[src/rtl/pid_core.sv]
// PID compute stage: accepts a setpoint/measurement pair, updates the error,
// integral and derivative terms, and emits one saturated signed 8-bit control word.
module pid_core #(
  parameter int FRAC_SHIFT = 2,
  parameter int INT_SHIFT  = 4,
  parameter int ACC_W      = 16
) (
  input  logic       clk,
  input  logic       rst,
  input  logic       sample_valid,
  output logic       sample_ready,
  input  logic [7:0] setpoint,
  input  logic [7:0] measurement,
  input  logic [3:0] kp,
  input  logic [3:0] ki,
  input  logic [3:0] kd,
  input  logic       clear_integ,
  output logic       out_valid,
  input  logic       out_ready,
  output logic [7:0] ctrl_out
);

  localparam logic [1:0] S_IDLE = 2'd0;
  localparam logic [1:0] S_ERR  = 2'd1;
  localparam logic [1:0] S_CALC = 2'd2;
  localparam logic [1:0] S_OUT  = 2'd3;

  logic [1:0]              r_state;
  logic [7:0]              r_sp;
  logic [7:0]              r_meas;
  logic [3:0]              r_kp;
  logic [3:0]              r_ki;
  logic [3:0]              r_kd;
  logic signed [8:0]       r_e;
  logic signed [9:0]       r_d;
  logic signed [8:0]       r_eprev;
  logic signed [ACC_W-1:0] r_integ;
  logic [7:0]              r_ctrl;

  logic signed [8:0]       w_e;
  logic signed [9:0]       w_d;
  logic signed [ACC_W:0]   w_isum;
  logic signed [ACC_W-1:0] w_integ_sat;
  logic signed [31:0]      w_p;
  logic signed [31:0]      w_i;
  logic signed [31:0]      w_dd;
  logic signed [31:0]      w_sum;
  logic signed [31:0]      w_r;
  logic [7:0]              w_ctrl;

  assign w_e    = {1'b0, r_sp} - {1'b0, r_meas};
  assign w_d    = {w_e[8], w_e} - {r_eprev[8], r_eprev};
  assign w_isum = {r_integ[ACC_W-1], r_integ} + {{(ACC_W-8){w_e[8]}}, w_e};

  // Overflow shows up as the two top bits of the widened sum disagreeing.
  always_comb begin
    w_integ_sat = w_isum[ACC_W-1:0];
    if (w_isum[ACC_W] != w_isum[ACC_W-1])
      w_integ_sat = w_isum[ACC_W] ? {1'b1, {(ACC_W-1){1'b0}}} : {1'b0, {(ACC_W-1){1'b1}}};
  end

  assign w_p   = $signed({28'd0, r_kp}) * $signed({{23{r_e[8]}}, r_e});
  assign w_i   = ($signed({28'd0, r_ki}) * $signed({{(32-ACC_W){r_integ[ACC_W-1]}}, r_integ})) >>> INT_SHIFT;
  assign w_dd  = $signed({28'd0, r_kd}) * $signed({{22{r_d[9]}}, r_d});
  assign w_sum = w_p + w_i + w_dd;
  assign w_r   = w_sum >>> FRAC_SHIFT;

  always_comb begin
    w_ctrl = w_r[7:0];
    if (w_r > 32'sd127)
      w_ctrl = 8'h7F;
    else if (w_r < -32'sd128)
      w_ctrl = 8'h80;
  end

  always_ff @(posedge clk or posedge rst) begin
    if (rst) begin
      r_state <= S_IDLE;
      r_sp    <= '0;
      r_meas  <= '0;
      r_kp    <= '0;
      r_ki    <= '0;
      r_kd    <= '0;
      r_e     <= '0;
      r_d     <= '0;
      r_eprev <= '0;
      r_integ <= '0;
      r_ctrl  <= '0;
    end else begin
      case (r_state)
        S_IDLE: begin
          if (clear_integ) begin
            r_integ <= '0;
            r_eprev <= '0;
          end
          if (sample_valid) begin
            r_sp    <= setpoint;
            r_meas  <= measurement;
            r_kp    <= kp;
            r_ki    <= ki;
            r_kd    <= kd;
            r_state <= S_ERR;
          end
        end
        S_ERR: begin
          r_e     <= w_e;
          r_d     <= w_d;
          r_integ <= w_integ_sat;
          r_eprev <= w_e;
          r_state <= S_CALC;
        end
        S_CALC: begin
          r_ctrl  <= w_ctrl;
          r_state <= S_OUT;
        end
        default: begin
          if (out_ready)
            r_state <= S_IDLE;
        end
      endcase
    end
  end

  assign sample_ready = (r_state == S_IDLE);
  assign out_valid    = (r_state == S_OUT);
  assign ctrl_out     = r_ctrl;

endmodule

[config.mk]
export PLATFORM = sky130hd
export DESIGN_NAME = pid_core
export DESIGN_NICKNAME = d
export VERILOG_FILES = /design/src/rtl/pid_core.sv
export SDC_FILE = /design/constraint.sdc
export NUM_CORES = 1
export LEC_CHECK = 0
export ABC_AREA = 1
export CORE_MARGIN = 5
export CORE_UTILIZATION = 40
export DETAILED_ROUTE_END_ITERATION = 8
export GPL_ROUTABILITY_DRIVEN = 0
export GPL_TIMING_DRIVEN = 0
export RECOVER_POWER = 50
export SLEW_MARGIN = 20
export SYNTH_ARGS = -nofsm -noshare
export SYNTH_HDL_FRONTEND = slang
export SYNTH_SLANG_ARGS = --single-unit
[constraint.sdc]
create_clock -name clk -period 7.4 [get_ports clk]
set_input_delay 0.74 -clock clk [delete_from_list [all_inputs] [get_ports clk]]
set_output_delay 0.74 -clock clk [all_outputs]
set_load 0.01 [all_outputs]
==> flow_summary.ini, run 1 <==
[outcome]
status = finished with violations
violations = max-capacitance violations, max-slew violations

[sta]
slew_violations = 85
worst_slack_ns = 0.4167
hold_viol = 0
fin_skew_ns = 0.01960
finalSetupViolations = 0
tightestPinTransition_ns = 2.490
fmax_mhz = 143.2
min_period_ns = 6.983
slew-limit-headroom_pct = -65.98
fin_crit_sh_pct = 94.37

[global_routing]
antenna_found_initial = 0
grt_first_pass_wirelength_um = 44640
grt_max_degree = 48
grt_pass1_vias = 9458
grt.overflow.total = 0
grt_usage_pct = 16.43

[routing]
drtAntennaViolNets = 0
post_drt_wl_per_cell_um = 12.64
routed_wl_um = 25740
drt_pass1_iterations = 5
drtIter0Drc = 481
drcViolationCount = 0
via_per_inst = 4.544
num_vias = 9251

[min_path]
worstHoldPathCells = 2
hp-class = reg2reg

[die]
fp.dieH_um = 180.0
start_util_pct = 40.38
dieArea_mm2 = 0.03239
core_mm2 = 0.02863
pin_count = 43
die_x_um = 180.0
rows = 62

[placement]
dpl_worst_slack_ns = -0.6265
hpwl_um = 22520
io_buffers = 42

[critical_path]
cp_data_arrival_time_ns = 7.24
critPathCapture = ctrl_out[0]
cp_data_required_time_ns = 7.65
worstPathMaxFanout = 10
end_kind = register
critPathMaxStageDelay_ns = 0.54
rr_worst_depth = 35
startpoint = r_ki[2]
worst-setup-path-type = reg2reg
cp_common_cell = nand2_1
rr_startpoint = r_ki[2]
startpoint_type = register
timing.rr.end = ctrl_out[0]
regToRegSetupSlack_ns = 0.42
crit_slowest_cell = fa_1

[synthesis]
yosysSeqAreaShare_pct = 17.75
syn_nets = 1870
synth_ff_type = dfrtp_1
synthDistinctLibCells = 46
syn_inst = 1592
ys_ff_latch = 82
avgSynthCellArea_um2 = 7.260
synth_edf_count = 0
syn_area_mm2 = 0.01156
yosysWarnings = 0
async_flop_share_pct = 100.0

[layout]
multiInputGateArea_mm2 = 0.007916
finalNetCount = 1925
drive_gt1_share_pct = 5.690
fillCellCount = 2934
syn2layout_area_growth_pct = 12.14
antennaDiodeCount = 0
layout_common_cells = nand2_1 (489), inv_1 (416), fa_1 (121), ha_1 (118), dfrtp_1 (80)
final_util_pct = 45.27
final_common_cell = nand2_1
seq_area_mm2 = 0.002054

[cts]
path_clk_slew_ns = 0.08
root_buffer = clkbuf_16
insertion_delay_ns = 0.36
cts_max_level = 3
cts_sinks = 82
cts_max_path_buffers = 2
holdBufCountCts = 0
cts_tree = yes
cts_inserted_buffers = 9

[job]
maxCapViolations = 2
## stage by stage
| step | area, um^2 | hold WS [ns] | TNS (ns) | cells |
|---|---|---|---|---|
| final | 12960 | 0.4817 | 0 | 2036 |
| after global placement | 12460 | 0.4660 | -3.768 | 2018 |
| after global routing | 12960 | 0.5163 | -0.1215 | 2036 |
| after floorplan | 11560 | 0.4470 | 0 | 1592 |
| after CTS | 12800 | 0.4888 | 0 | 2033 |
| after detailed placement | 12490 | 0.4687 | -4.597 | 2019 |
## critical path, delay by kind of cell (launching register included)
kind                       cells  cell delay (ns)
AOI/OAI and AO/OA              6             1.06
xor gates and xnor gates       1             0.16
adders and majority gates      8             3.48
buffers and inverters          6             0.45
DFF                            1             0.45
and+or+nand+nor               14             1.27
## synthesized netlist by cell type, types with 5 or more instances
| master | instances | area [um^2] |
|---|---|---|
| a21o_1 | 7 | 52.55 |
| inv_1 | 416 | 1562 |
| clkbuf_1 | 26 | 97.59 |
| nand3_2 | 13 | 130.1 |
| o21ai_0 | 46 | 230.2 |
| o21bai_1 | 6 | 45.04 |
| inv_2 | 7 | 26.28 |
| xor2_1 | 30 | 262.8 |
| nor2_1 | 44 | 165.2 |
| nand3_1 | 39 | 195.2 |
| nand2_1 | 494 | 1854 |
| fa_1 | 121 | 2422 |
| dfrtp_1 | 82 | 2052 |
| ha_1 | 124 | 1551 |
| xnor2_1 | 17 | 148.9 |
| a21oi_1 | 58 | 290.3 |
| nand4_1 | 10 | 62.56 |
| and2_1 | 5 | 31.28 |
## cell type report
type | count | area share [%]
plain buffers | 31 | 1.303
clock buffers | 9 | 1.738
clock inverters | 7 | 0.6082
inverters | 423 | 12.26
multi-input cells | 1054 | 61.08
flip-flops and latches | 82 | 15.85
well taps | 384 | 3.707
repair buffers | 46 | 3.447
## metal layers
metal / global-route usage [%] / vias up / share of wire (%)
li1: - / 4831 / -
met1: 21.82 / 4273 / 47
met2: 28.56 / 120 / 48
met3: 2.162 / 27 / 2.4
met4: 3.932 / 0 / 2.0
met5: 0 / - / 0
## worst min path at each step
stage                startpoint     endpoint  slack, ns
floorplan               r_kd[1]      r_kd[1]       0.45
CTS                 ctrl_out[5]  ctrl_out[5]       0.49
global placement    ctrl_out[5]  ctrl_out[5]       0.47
finish              ctrl_out[5]  ctrl_out[5]       0.48
global route            r_sp[7]      r_sp[7]       0.52
detailed placement  ctrl_out[5]  ctrl_out[5]       0.47
## cells by family after synthesis
group | share of synthesized area, %
AND/OR/NAND/NOR | 22.07
buffers and inverters | 15.20
adder cells (fa/ha/maj) | 34.38
AO/OA/AOI/OAI | 6.647
flip-flops | 17.75
XOR/XNOR | 3.941
## repair_timing
action                     4_1_cts  5_1_grt
pin swaps                        0        7
gates resized for setup          6       44
setup endpoints to repair        8        8
setup buffers                    0        3
## registers in the layout, indices dropped and copies added, names as in the netlist, 4 cells and up
signal / flops
r_sp: 8
r_eprev: 9
r_ki: 4
r_kd: 4
r_d: 10
r_kp: 4
ctrl_out: 8
r_e: 9
r_integ: 16
r_meas: 8
Power of run 1 is not shown: default switching activity piles up to over one toggle a cycle in this logic, so the estimate is an artifact.
==> run 2, diff against run 1 <==
ABC_AREA = not set   (was 1)
==> run 2 against run 1 <==
Net effect:
- the flow still finishes with violations (max-capacitance violations, max-slew violations)
- synthesized cell count is 27% lower
- clock skew decreased by 0.0085 ns
- critical path type unchanged
- sequential share of layout area up 0.18 points
- critical endpoint is now ctrl_out[6]
- synthesized area decreased by 7.5%
- wire length shrank 8.6%
- fmax decreased by 4.9%
- cell area decreased by 1.1%
- largest cell class unchanged
==> flow_summary.ini, run 2 <==
[outcome]
status = finished with violations
violations = max-capacitance violations, max-slew violations

[synthesis]
synth_area_leader_cell = fa_1
yosysWarnings = 0
synthDistinctLibCells = 63
synth_ff_type = dfrtp_1
synth_area_leaders = fa_1 (23%), dfrtp_1 (19%), ha_1 (15%)
syn_area_mm2 = 0.01069
ys_ff_latch = 82
yosysSeqAreaShare_pct = 19.19
synth_edf_count = 0
syn_inst = 1156
synth_top_area_share_pct = 22.66
avgSynthCellArea_um2 = 9.248
async_flop_share_pct = 100.0
syn_nets = 1434
synth_common_cells = inv_1 (257), ha_1 (124), fa_1 (121)
synth.most_common_cell = inv_1

[layout]
finalNetCount = 1521
reg_top3 = r_integ (16), r_d (10)
layout_common_cells = inv_1 (243), fa_1 (120), ha_1 (99), and2_1 (98), dfrtp_1 (80)
final_common_cell = inv_1
antennaDiodeCount = 0
drive_gt1_share_pct = 16.91
regMostFlops = r_integ
finalNonFillerCells = 1583
syn2layout_area_growth_pct = 19.90
largest_reg_flops = 16

[global_routing]
grt_first_pass_wirelength_um = 39290
grt_max_degree = 49
grt_pass1_vias = 8163
antenna_found_initial = 0
grt.overflow.total = 0
grt_usage_pct = 15.68

[die]
core_mm2 = 0.02621
rows = 59
dieArea_mm2 = 0.03010
fp.dieH_um = 173.5
die_x_um = 173.5
pin_count = 43
start_util_pct = 40.79

[critical_path]
crit_slowest_cell = fa_1
startpoint_type = register
rr_worst_depth = 31
cp_data_arrival_time_ns = 7.60
timing.rr.end = ctrl_out[6]
critPathMaxStageDelay_ns = 0.54
critPathTopFamily = adder cells
cp_data_required_time_ns = 7.66
end_kind = register
cp_common_cell = fa_1
crit_buf_inv = 8
worstPathMaxFanout = 7
regToRegSetupSlack_ns = 0.06
rr_startpoint = r_ki[2]
worst-setup-path-type = reg2reg

[routing]
drtAntennaViolNets = 0
routed_wl_um = 23510
via_per_inst = 4.922
drtIter0Drc = 282
num_vias = 7791
post_drt_wl_per_cell_um = 14.85
drt_pass1_iterations = 5
drcViolationCount = 0

[job]
maxCapViolations = 2

[sta]
tightestPinTransition_ns = 2.549
slew_violations = 85
fmax_mhz = 136.2
fin_crit_sh_pct = 99.22
min_period_ns = 7.342
hold_viol = 0
finalSetupViolations = 0
slew-limit-headroom_pct = -69.94
rsz0062_at_grt = yes
fin_skew_ns = 0.01110

[min_path]
hp-class = reg2reg
hold_path_end = ctrl_out[7]
worstHoldPathCells = 1
min_from = ctrl_out[7]

[placement]
place_inst = 1534
io_buffers = 42
hpwl_um = 19490

[cts]
insertion_delay_ns = 0.34
holdBufCountCts = 0
cts_tree = yes
cts_max_level = 3
cts_sinks = 82
cts_inserted_buffers = 9
cts_max_path_buffers = 2
path_clk_slew_ns = 0.06
root_buffer = clkbuf_16
-- run 2: how the worst max path moves through the flow --
stage                        from          end  slack (ns)  depth (start not counted)
after floorplan           r_ki[2]  ctrl_out[1]        0.21                         29
after global placement    r_ki[2]  ctrl_out[1]       -0.58                         29
after detailed placement  r_ki[2]  ctrl_out[1]       -0.65                         29
after CTS                 r_ki[2]  ctrl_out[1]       0.001                         29
after global routing      r_ki[2]  ctrl_out[4]       -0.18                         29
final                     r_ki[2]  ctrl_out[6]        0.06                         31
-- run 2: area by class of cell --
class,count,area (um^2)
Sequential cell,82,2054
Buffer,23,110.1
Clock inverter,5,85.08
Multi-Input combinational cell,793,8237
Tap cell,335,419.2
Clock buffer,11,242.7
Timing Repair Buffer,77,703.2
Inverter,257,965.9
Fill cell,2401,13390
-- run 2: repair_timing --
| action | CTS | global route |
|---|---|---|
| setup buffers | 21 | 13 |
| resized for setup | 67 | 68 |
| cloned | 0 | 0 |
| pin swaps | 64 | 67 |
| setup endpoints to repair | 8 | 8 |
-- run 2: routing by layer --
metal / share of wire (%) / wire length (um) / track usage (%)
met2: 50 / 11650 / 27.06
met5: 0 / 0 / 0
met4: 2.2 / 527 / 3.891
met1: 46 / 10780 / 20.79
met3: 2.4 / 559 / 2.312
-- run 2: cells by family after synthesis --
group / share of synthesized area [%]
flip-flops: 19.19
AND/OR/NAND/NOR: 13.16
XOR/XNOR: 4.588
AO/OA/AOI/OAI: 11.72
adder cells (fa/ha/maj): 37.27
multiplexers: 4.190
buffers and inverters: 9.890
-- run 2: metrics by stage --
step / worst slack (ns) / hold WS (ns) / area (um^2) / TNS [ns] / util [%]
after detailed placement: -0.6527 / 0.4722 / 11560 / -4.747 / 44.13
after global routing: -0.1757 / 0.5072 / 12820 / -1.176 / 48.91
after global placement: -0.5779 / 0.4624 / 11530 / -4.166 / 44.00
after CTS: 0.0009983 / 0.4865 / 12420 / 0 / 47.40
final: 0.05797 / 0.4815 / 12820 / 0 / 48.91
after floorplan: 0.2147 / 0.4498 / 10690 / 0 / -
Power of run 2 is left out for the same reason.
==> run 3, diff against run 2 <==
HOLD_SLACK_MARGIN = 0.02   (was not set)
==> results of run 3 <==
Same layout as run 2: the final DEF is identical, and so are final timing and power.
Power of run 3 is left out for the same reason.
